==> config.mk <==
export PLATFORM = sky130hd
export DESIGN_NAME = delay_timer_multi
export DESIGN_NICKNAME = d
export VERILOG_FILES = /design/src/rtl/delay_timer_multi.sv
export SDC_FILE = /design/constraint.sdc
export NUM_CORES = 1
export LEC_CHECK = 0
export BUFFER_PORTS_ARGS = -buffer_cell sky130_fd_sc_hd__buf_2
export CAP_MARGIN = 20
export CORE_MARGIN = 5
export CORE_UTILIZATION = 35
export DETAILED_ROUTE_END_ITERATION = 7
export SETUP_SLACK_MARGIN = 0.05
export SYNTH_ARGS = -nofsm -noshare
export SYNTH_HDL_FRONTEND = slang
export SYNTH_SLANG_ARGS = --single-unit
==> constraint.sdc <==
create_clock -name i_clk -period 3.2 [get_ports i_clk]
set_input_delay 0.32 -clock i_clk [delete_from_list [all_inputs] [get_ports i_clk]]
set_output_delay 0.32 -clock i_clk [all_outputs]
set_load 0.1 [all_outputs]
==> src/rtl/delay_timer_multi.sv <==
// Multi-channel programmable delay timer: each channel latches a delay on start
// and emits a registered one-cycle done pulse, one-shot or periodic, abortable.
module delay_timer_multi #(
  parameter int DELAY_W = 7,
  parameter int N_CH    = 4
) (
  input  logic                    i_clk,
  input  logic                    i_arst,
  input  logic [N_CH*DELAY_W-1:0] i_delay,
  input  logic [N_CH-1:0]         i_start,
  input  logic [N_CH-1:0]         i_abort,
  input  logic [N_CH-1:0]         i_periodic,
  output logic [N_CH-1:0]         o_busy,
  output logic [N_CH-1:0]         o_done,
  output logic                    o_anyDone
);

  typedef enum logic {
    S_IDLE  = 1'b0,
    S_COUNT = 1'b1
  } state_e;

  for (genvar c = 0; c < N_CH; c++) begin : g_ch
    state_e               state_q;
    logic [DELAY_W-1:0]   delay_q;
    logic [DELAY_W-1:0]   cnt_q;
    logic                 mode_q;
    logic                 done_q;

    // Priority: abort beats start beats expiry. Expiry is checked on equality,
    // so the counter never needs to wrap even at the full-range delay.
    // NOTE: sequential state uses non-blocking assignments only, so every
    // channel samples its inputs and its own state from before the edge.
    always_ff @(posedge i_clk or posedge i_arst) begin
      if (i_arst) begin
        state_q <= S_IDLE;
        delay_q <= '0;
        cnt_q   <= '0;
        mode_q  <= 1'b0;
        done_q  <= 1'b0;
      end else if (i_abort[c]) begin
        state_q <= S_IDLE;
        cnt_q   <= '0;
        done_q  <= 1'b0;
      end else if (i_start[c]) begin
        state_q <= S_COUNT;
        delay_q <= i_delay[c*DELAY_W +: DELAY_W];
        mode_q  <= i_periodic[c];
        cnt_q   <= '0;
        done_q  <= 1'b0;
      end else if (state_q == S_COUNT) begin
        if (cnt_q == delay_q) begin
          done_q <= 1'b1;
          cnt_q  <= '0;
          if (!mode_q) begin
            state_q <= S_IDLE;
          end
        end else begin
          done_q <= 1'b0;
          cnt_q  <= cnt_q + 1'b1;
        end
      end else begin
        done_q <= 1'b0;
      end
    end

    assign o_busy[c] = (state_q == S_COUNT);
    assign o_done[c] = done_q;
  end

  assign o_anyDone = |o_done;

endmodule
==> impl_metrics.toml <==
[routing]
drtPass1Iterations = 4
drc = 0
via_per_inst = 4.97
drtIter0Drc = 34
vias = 2498
drt_wl_total_microns = 6880
ant_nets = 0
detail_route.wl_per_cell_microns = 13.7

[critical_path]
timing.rr.start = "g_ch[1].cnt_q[5]"
required_ps = 2880
criticalPathCategory = "reg -> out"
crit_fanout = 2
rrSetupSlack_ps = 1660
cp-end-kind = "output pin"
critPathLaunchType = "register"
rr_endpoint = "g_ch[1].cnt_q[3]"
crit_arrival_ps = 1530
rr_worst_depth = 4

[timing]
setup_violations = 0
fin_crit_ps = 1850
rsz0062_at_grt = "false"
worstMarginPinSlew_ps = 826
slew_headroom_pct = 44.5
clock_skew_ps = 6.59
setup_tns_ps = 0
finalMaxSlewViolations = 0
period_share_pct = 57.7
hold_viol = 0
hold_slack_ps = 97.9
max_freq_ghz = 0.541

[place]
dp_hpwl_microns = 5030
portBuffers = 50
dp.cells = 487
gp_congestion = 0.807

[floorplan]
die_w_microns = 109
core_area_sq_mm = 0.00973
start_util_pct = 35.6
io_pins = 51
die_h_microns = 109
num_rows = 36
die_area_sq_mm = 0.0120

[global_routing]
grt_pass1_wl_microns = 11700
antenna_found_initial = 0
grt_max_degree = 37
grt-ovfl-total = 0
grt_pass1_vias = 2513
grt_use_total_pct = 12.3

[synthesis]
netlist_area_sq_mm = 0.00346
syn-num-nets = 368
syn_inst = 322
ys_async_sr_fraction_pct = 100
ys_types = 37
avgSynthCellArea_sq_um = 10.7
synth_flop_cell = "dfrtp_1"
ys_warn_count = 0
ys_ff_latch = 68
synth_edf_count = 0
yosysSeqAreaShare_pct = 49.2

[clock_network]
ctsHoldBuffers = 0
cts_tree = "done"
path_clk_slew_ps = 70
cts.htree.levels = 3
post_cts_buffers = 0
cts_resized = 0
clk_latency_ps = 340
cts_sinks = 68
cts_buffers = 9
cts_buffer_depth = 2
root_buffer = "clkbuf_8"

[worst_hold_path]
hold_path_class = "in -> async"

[final_layout]
multi_input_area_sq_mm = 0.00163
final_cell_mix = "68 x dfrtp_1, 50 x buf_2, 32 x nand2_1, 32 x mux2_2, 29 x xnor2_1"
fillers = 965
fin_util_pct = 41.1
seqCellArea_sq_mm = 0.00170
area_growth_pct = 15.6
instances_no_fill = 503
final_common_cell = "dfrtp_1"
nNetsFinal = 411
insertedDiodeCount = 0
drive_gt1_share_pct = 29.7

[power_and_ir_drop]
p_per_area_mw_per_mm2 = 506
p_leak_nw = 1.65
irDropWorstVdd_mv = 0.243

[run_status]
outcome = "complete, no violations"

[job]
maxCapViolCount = 0
## per-layer routing
layer  GRT usage [%]  vias up  share of wire [%]
met2            19.7       44                 47
li1                -     1224                  -
met5               0        -                  0
met4            4.63        0                1.8
met3            3.35       14                3.8
met1            15.9     1216                 47
## state kept, by name, indices dropped and copies added, names as in the netlist
| name | cells |
|---|---|
| g_ch.state_q | 4 |
| g_ch.delay_q | 28 |
| g_ch.mode_q | 4 |
| g_ch.cnt_q | 28 |
| g_ch.done_q | 4 |
## power breakdown
group | switching (W) | internal [W]
combinational | 0.000141 | 0.000122
sequential | 0.0000533 | 0.000926
clock | 0.000322 | 0.000460
## per-stage QoR
stage / setup slack [ps] / cell area, sq um / total power, W
final: 1350 / 4000 / 0.00202
after detailed placement: 1660 / 3780 / 0.00126
after CTS: 1320 / 4000 / 0.00206
after floorplan: 1170 / 3460 / 0.00120
after global placement: 1670 / 3780 / 0.00126
after global routing: 1280 / 4000 / 0.00213
## how the worst max path moves through the flow
stage,startpoint,end,slack (ps),cells after the start
3_3_place_gp,i_start[0],g_ch[0].delay_q[3],1670,3
3_5_place_dp,i_start[0],g_ch[0].mode_q,1660,3
2_1_floorplan,i_arst,g_ch[0].cnt_q[0],1170,1
4_1_cts,g_ch[0].done_q,o_anyDone,1320,2
5_1_grt,g_ch[1].done_q,o_anyDone,1280,2
6_report,g_ch[1].done_q,o_anyDone,1350,2
## Yosys cell counts (2+ instances only)
cell type	number	area [sq um]
and3_1	3	18.8
nand4_1	2	12.5
or2_1	3	18.8
xor2_1	6	52.6
o21a_1	3	22.5
a21oi_1	15	75.1
dfrtp_1	68	1700
and2_1	3	18.8
o22ai_1	9	56.3
o21ai_0	7	35.0
mux2_2	32	360
o2111ai_1	3	26.3
nor4_1	7	43.8
o211ai_2	4	50.1
o211ai_1	3	22.5
nor3_1	8	40.0
nand3_1	8	40.0
inv_1	2	7.51
inv_2	3	11.3
xnor2_1	29	254
nor2b_1	6	37.5
a211oi_1	9	67.6
nor2_1	17	63.8
buf_2	11	55.1
ha_1	4	50.1
nand4_2	2	25.0
buf_4	8	60.1
nand2_1	32	120
o21ai_1	7	35.0
## layout make-up
| cell class | instances | share of cell area (%) |
|---|---|---|
| multi-input combinational | 230 | 40.6 |
| inverter | 5 | 0.469 |
| tap | 133 | 4.16 |
| clock buffer | 12 | 3.63 |
| sequential | 68 | 42.5 |
| clock inverter | 4 | 1.81 |
| timing repair buffer | 51 | 6.76 |
## worst max-delay path, cell delays in order, from the launching register on
cell     delay [ps]
dfrtp_1         370
or4_1           510
buf_2           310
## kinds of logic (layout without fill, tap and decap cells)
family	count (synthesis)	after routing	synth area share [%]
flip-flops	68	68	49.2
AND/OR/NAND/NOR	98	98	14.4
buffers and inverters	24	72	3.87
AO/OA/AOI/OAI	61	61	11.8
XOR/XNOR	35	35	8.86
multiplexers	32	32	10.4
adder cells (fa/ha/maj)	4	4	1.45
Power figures use the tool's default switching activity.
